--- config.mk ---
export PLATFORM = sky130hd
export DESIGN_NAME = store_align_buffer
export DESIGN_NICKNAME = d
export VERILOG_FILES = /design/src/rtl/store_align_buffer.sv
export SDC_FILE = /design/constraint.sdc
export NUM_CORES = 1
export LEC_CHECK = 0
export BUFFER_PORTS_ARGS = -buffer_cell sky130_fd_sc_hd__buf_4
export CAP_MARGIN = 20
export CELL_PAD_IN_SITES_DETAIL_PLACEMENT = 0
export CELL_PAD_IN_SITES_GLOBAL_PLACEMENT = 1
export CORE_MARGIN = 2
export CORE_UTILIZATION = 49
export CTS_CLUSTER_SIZE = 30
export DETAILED_ROUTE_END_ITERATION = 8
export GPL_TIMING_DRIVEN = 0
export MAX_ROUTING_LAYER = met4
export PLACE_DENSITY_LB_ADDON = 0.25
export SLEW_MARGIN = 20
export SYNTH_ARGS = -nofsm -noshare
export SYNTH_HDL_FRONTEND = slang
export SYNTH_SLANG_ARGS = --single-unit
--- constraint.sdc ---
create_clock -name clk -period 3.4 [get_ports clk]
set_clock_uncertainty 0.1 [all_clocks]
set_input_delay 0.17 -clock clk [delete_from_list [all_inputs] [get_ports clk]]
set_output_delay 0.17 -clock clk [all_outputs]
set_load 0.05 [all_outputs]
--- src/rtl/store_align_buffer.sv ---
// rtl/store_align_buffer.sv - store alignment check, byte-lane encode and in-order write buffer
//
// Purpose: accepts SB/SH/SW stores from MEM and flags misaligned ones (AdES).
//   Aligned stores become word-address / lane-replicated data / byte-strobe
//   entries in a small FIFO, which drains to data memory over a req/ack handshake.
// Ports:
//   clk, rst                        clock, asynchronous active-high reset
//   st_valid/st_ready               store handshake (st_ready = !full)
//   st_type, st_addr, st_data       store size, byte address, rt value
//   st_ade, st_badvaddr             misaligned pulse and captured address
//   mem_req/mem_ack                 drain handshake for the head entry
//   mem_addr, mem_wdata, mem_wstrb  head entry, zero while empty
//   buf_empty, buf_count            occupancy
module store_align_buffer #(
    parameter int DEPTH = 4,
    parameter int CNT_W = 3
) (
    input  logic             clk,
    input  logic             rst,
    input  logic             st_valid,
    output logic             st_ready,
    input  logic [1:0]       st_type,
    input  logic [31:0]      st_addr,
    input  logic [31:0]      st_data,
    output logic             st_ade,
    output logic [31:0]      st_badvaddr,
    output logic             mem_req,
    output logic [31:0]      mem_addr,
    output logic [31:0]      mem_wdata,
    output logic [3:0]       mem_wstrb,
    input  logic             mem_ack,
    output logic             buf_empty,
    output logic [CNT_W-1:0] buf_count
);
    localparam int PTR_W = $clog2(DEPTH);

    logic [31:0]      q_addr  [DEPTH];
    logic [31:0]      q_wdata [DEPTH];
    logic [3:0]       q_wstrb [DEPTH];
    logic [PTR_W-1:0] wr_ptr;
    logic [PTR_W-1:0] rd_ptr;
    logic [CNT_W-1:0] count;

    logic        accept;
    logic        misaligned;
    logic        push;
    logic        pop;
    logic [3:0]  enc_strb;
    logic [31:0] enc_data;

    assign st_ready  = (count != CNT_W'(DEPTH));
    assign accept    = st_valid && st_ready;
    assign buf_empty = (count == '0);
    assign buf_count = count;
    assign mem_req   = !buf_empty;

    // A misaligned store still completes its handshake but never enters the queue.
    assign push = accept && !misaligned;
    assign pop  = mem_req && mem_ack;

    always_comb begin
        misaligned = 1'b0;
        enc_strb   = 4'b1111;
        enc_data   = st_data;
        case (st_type)
            2'b00: begin
                enc_strb = 4'b0001 << st_addr[1:0];
                enc_data = {4{st_data[7:0]}};
            end
            2'b01: begin
                misaligned = st_addr[0];
                enc_strb   = st_addr[1] ? 4'b1100 : 4'b0011;
                enc_data   = {2{st_data[15:0]}};
            end
            default: begin
                // 2'b11 is handled as SW
                misaligned = (st_addr[1:0] != 2'b00);
            end
        endcase
    end

    // Entry storage is only meaningful behind count, so it needs no reset.
    always_ff @(posedge clk) begin
        if (push) begin
            q_addr[wr_ptr]  <= {st_addr[31:2], 2'b00};
            q_wdata[wr_ptr] <= enc_data;
            q_wstrb[wr_ptr] <= enc_strb;
        end
    end

    always_ff @(posedge clk or posedge rst) begin
        if (rst) begin
            wr_ptr      <= '0;
            rd_ptr      <= '0;
            count       <= '0;
            st_ade      <= 1'b0;
            st_badvaddr <= '0;
        end else begin
            if (push) wr_ptr <= wr_ptr + PTR_W'(1);
            if (pop)  rd_ptr <= rd_ptr + PTR_W'(1);
            case ({push, pop})
                2'b10:   count <= count + CNT_W'(1);
                2'b01:   count <= count - CNT_W'(1);
                default: count <= count;
            endcase
            st_ade <= accept && misaligned;
            if (accept && misaligned) st_badvaddr <= st_addr;
        end
    end

    // Head fields are forced to zero when nothing is pending so stale data never shows.
    assign mem_addr  = mem_req ? q_addr[rd_ptr]  : 32'd0;
    assign mem_wdata = mem_req ? q_wdata[rd_ptr] : 32'd0;
    assign mem_wstrb = mem_req ? q_wstrb[rd_ptr] : 4'd0;
endmodule

Word-level counts from Yosys, hierarchy flattened
Memories as Yosys holds them, arrays and structs flattened.
Cells that the tools add are included.
- latch bits: 0
- input port bits: 70
- memory bits (writable): 264
- output and inout port bits: 107
- memory bits (read-only): 0
- memories kept: 3
- flip-flop bits (word level): 40
- word-level logic and storage cells: 37
- add/subtract/negate cells: 4
- muxes and demuxes: 10
- divide/modulo/power cells: 0
- reductions and logical operators: 10
- equality and inequality tests: 4
- shifts and indexed selects: 1
- order comparisons: 0
- bitwise operators: 0
- multipliers: 0
- memories (memory ; depth ; width ; rd ports ; clocked after Yosys merged registers in ; write ports ; RTL line ; text):
    q_wdata ; 4 ; 32 ; 1 ; 0 ; 1 ; 38 ; logic [31:0] q_wdata [DEPTH];
    q_addr ; 4 ; 30 ; 1 ; 0 ; 1 ; 37 ; logic [31:0] q_addr [DEPTH];
    q_wstrb ; 4 ; 4 ; 1 ; 0 ; 1 ; 39 ; logic [3:0] q_wstrb [DEPTH];
- operators with widths (cell ; count):
    2-to-1 mux 32 bit ; 2
    case mux 32 bit (2 select lines) ; 1
    2-to-1 mux 4 bit ; 2
    case mux 4 bit (2 select lines) ; 1
    case mux 3 bit (2 select lines) ; 1
    adder 2 x 1 -> 2 bit (second input constant) ; 2
    == test 2 x 1 -> 1 bit (second input constant) ; 2
    logical AND 1 bit ; 4
    nonzero test 2 bit ; 2
    left shift 1 x 2 -> 4 bit (first input constant) ; 1
    adder 3 x 1 -> 3 bit (second input constant) ; 1
    zero test 3 bit ; 1
    != test 3 bit (second input constant) ; 1
    subtractor 3 x 1 -> 3 bit (second input constant) ; 1
    == test 2 bit (second input constant) ; 1
    zero test 1 bit ; 2
    zero test 2 bit ; 1
    2-to-1 mux 1 bit ; 2
    case mux 1 bit (2 select lines) ; 1

Depth between registers and ports, before layout
- word-level depth: 6
- mapped depth: 9

Worst setup path before layout
OpenSTA, ideal clock, no wires.
- path type: flip-flop to flip-flop
- from: register count[0], in the netlist buf_count[0]
- to: memory q_addr[0][0] (netlist name) (enable)
- required time: 2.869 ns
- stages on the path, launching flop included: 4
- slack: -0.017 ns
- library setup time: 0.431 ns
- data arrival time: 2.886 ns
- buffers on the path: 0
- cell sequence: dfrtp_1 or3b_4 o211a_1 and2_1
- cells in the longest elaborated chain, start to end: 5
- RTL lines (item ; RTL line ; text):
    start, declared ; 42 ; logic [CNT_W-1:0] count;
    start signal, assigned ; 102 ; 2'b10: count <= count + CNT_W'(1);
    start signal, assigned ; 103 ; 2'b01: count <= count - CNT_W'(1);
    start signal, assigned ; 104 ; default: count <= count;
    != test 3 bit ; 51 ; assign st_ready = (count != CNT_W'(DEPTH));
    net st_ready ; 21 ; output logic st_ready,
    logical AND 1 bit ; 52 ; assign accept = st_valid && st_ready;
    logical AND 1 bit ; 58 ; assign push = accept && !misaligned;
    2-to-1 mux 1 bit ; 84 ; if (push) begin
    2-to-1 mux 1 bit (implied by the code) ; 85 ; q_addr[wr_ptr] <= {st_addr[31:2], 2'b00};
    end, declared ; 37 ;
The timed path passes the listed nets, and every way through them passes these cells.

Final worst setup path
- from: register count[0], in the netlist buf_count[0]
- to: output mem_wdata[24]
- cells in the longest elaborated chain, start to end: 2
- RTL lines (item ; RTL line ; text):
    zero test 3 bit ; 53 ; assign buf_empty = (count == '0);
    2-to-1 mux 32 bit ; 113 ; assign mem_wdata = mem_req ? q_wdata[rd_ptr] : 32'd0;
    end, declared ; 29 ; output logic [31:0] mem_wdata,
No other way between the ends.

==> metrics <==
status complete, no violations; register area share after synthesis 73.8%; via-per-instance ratio between 5 and 6; worst hold path class input pin to register; Core Box Area 24200 µm²; Total Power between 0.015 and 0.02 W; Worst setup EP type output port; largest net degree at the start of global routing 41; post-route cell area 15600 µm²; TritonCTS buffer count 30; most common cell in the netlist edfxtp_1; Vert. Die Dim 161 µm; # clock sinks 304; GRT Util Overall 20.3%; nets@finish 939; Synth area leader edfxtp_1; Root Driver clkbuf_16; P_leak between 5 and 6 nW; Final Max Slew Viols 0; DP HPWL 16000 µm; worst-path maximum fanout 10; largest family of logic cells by synthesized area multiplexers; Die ar. 25900 µm²; layout cells sized above 1 41.5%; Startpoint Class register; Syn Std Cell Area between 10000 and 15000 µm²; # Max-Cap Violations 0; Multi-input gate area 2910 µm²; Fillers 1686; synth top area cells edfxtp_1 66%, mux4_2 12%, dfrtp_1 8.3%; xor-xnor portion of the synthesized cell area 0.435%; Residual DRC 0; Synth Area in Simple Gates 4.47%; Synth cell types 33; Primary FF master, synth edfxtp_1; drt total wl 25100 µm; fin crit share 83.8%; Peak Freq 351 MHz; Inserted Diodes 0; Final GP Congestion 0.708; grt total ovfl 0; # setup viols final 0; Rows 57; IO Pins 177; Worst-path clk slew 0.06 ns; Reg area 8930 µm²; Clock Tree Buf Depth 3; vias in the first global route 6871; total negative slack 0 ns; FF+latch count, synth 304; antenna viol nets, final 0; global-route wire length before repair approximately 39000 µm; dpl cell area between 10000 and 15000 µm²; port bufs 174; worst-margin pin slew 0.864 ns; synth cell count leaders 264 x edfxtp_1, 71 x and2_1, 66 x mux4_2, 48 x mux2_2, 40 x dfrtp_1; RSZ-0062 raised after global routing false; Post-Synth Adder-Cell Area 0.683%; Ys Warns 0; Max-slew headroom 42.4%; PD cells between 900 and 1000 nW/µm²; initial antenna violation count 0; Yosys top cell area share 65.6%; crit path DAT 2.58 ns; Synth Instances 585; Req. time, crit path 3.13 ns; post-synthesis mux area share 17.6%; DR vias 6351; number of DRC markers in iteration 0 344; synth-to-layout area growth 29.0%; DP Cell Count ~1100; Post-synth EDFFs 264; met3 wire len 1520 µm; Die Width between 150 and 200 µm; routed len/inst 20.8 µm; Compound-Gate Fraction of Synth Area 0.766%; WS Path Type register to output port; Post-synth ARST share 13.2%; number of H-tree levels 1; smallest hold slack 0.00813 ns; cts repair resizes 0; WL met2 12900 µm; VDD IR max 0.000763 V; final hold vios 0; synthesized area per cell 20.7 µm²; CTS tree built; clk_lat worst skew between 0.5 and 0.6 ns; Starting Density 49.9%; DRT met1 WL about 10000 µm; top sig layer met4; Final Non-Filler Cells about 1200; DR pass1 iterations 5; Period minus WS final 2.85 ns
routing by layer:
metal,vias to the layer above,GRT usage (%)
met2,201,34.6
met1,3261,25.6
met4,0,4.50
met3,35,3.78
li1,2854,-
met5,-,-
layout by cell type (no fill, tap or decap), types with 4 or more instances in the layout:
cell	count
inv_1	9
buf_2	7
clkbuf_16	31
ha_1	5
clkbuf_1	17
and2_4	4
o21ai_0	8
mux2i_1	9
clkinv_2	7
o21bai_1	4
dlygate4sd3_1	66
buf_1	4
clkbuf_8	5
mux4_2	66
mux2_2	48
dfrtp_1	40
nand2_1	8
edfxtp_1	264
buf_12	4
buf_6	4
and2_1	67
buf_16	4
buf_4	178
report_power, final:
part / leakage (nW) / total, W / switching, W / internal, W
registers: 2.86 / 0.00485 / 0.000187 / 0.00466
clock network: 0.487 / 0.00325 / 0.00132 / 0.00193
logic: 2.35 / 0.00692 / 0.00443 / 0.00249
total: 5.70 / 0.0150 / 0.00594 / 0.00908
registers in the layout (all words and copies together), names as in the netlist:
name         flops
q_wdata        128
q_addr         120
st_badvaddr     32
q_wstrb         16
buf_count        3
rd_ptr           2
wr_ptr           2
st_ade           1
repair_timing:
item	in CTS	in global routing
hold endpoints to repair	326	0
setup buffers	0	0
hold buffers	66	0
through the flow:
step                      util [%]  setup slack (ns)
after CTS                     64.3             0.440
after global routing          64.3             0.323
final                         64.3             0.549
after global placement        57.0             0.101
after detailed placement      57.5             0.853
after floorplan                  -             0.704
worst paths after layout:
kind,from,end,slack [ns],cells past startpoint
setup / recovery,buf_count[0]$_DFFE_PP0P_,mem_wdata[24],0.55,6
hold reg to reg,st_badvaddr[1]$_DFFE_PP0P_,st_badvaddr[1]$_DFFE_PP0P_,0.40,1
min in group asynchronous,rst,st_badvaddr[7]$_DFFE_PP0P_,0.55,4
setup reg to reg,buf_count[0]$_DFFE_PP0P_,buf_count[2]$_DFFE_PP0P_,1.02,9
hold / removal,st_data[31],q_wdata[2][31]$_DFFE_PP_,0.008,3
max in group asynchronous,rst,rd_ptr[1]$_DFFE_PP0P_,2.19,5
cells by family (layout without fill, tap and decap cells):
| family | count (synthesis) | count (layout) |
|---|---|---|
| flip-flops | 304 | 304 |
| AND/OR/NAND/NOR | 87 | 87 |
| adder cells (fa/ha/maj) | 6 | 6 |
| buffers and inverters | 42 | 343 |
| XOR/XNOR | 6 | 6 |
| AO/OA/AOI/OAI | 15 | 15 |
| other | 1 | 2 |
| multiplexers | 124 | 124 |
worst max-delay path: stages (launching register included):
cell and delay, ns:
dfrtp_1 0.42, or3_1 0.14, clkbuf_2 0.23, clkbuf_1 0.39
clkbuf_1 0.44, and2_1 0.22, buf_4 0.20
area by class of cell:
type | count | area share (%)
buffer | 32 | 1.44
clock buffer | 44 | 5.61
clock inverter | 12 | 0.762
inverter | 10 | 0.241
multi-input combinational | 240 | 18.7
sequential | 304 | 57.2
tap | 324 | 2.60
timing repair buffer | 245 | 13.4
(Power assumes the default switching activity.)
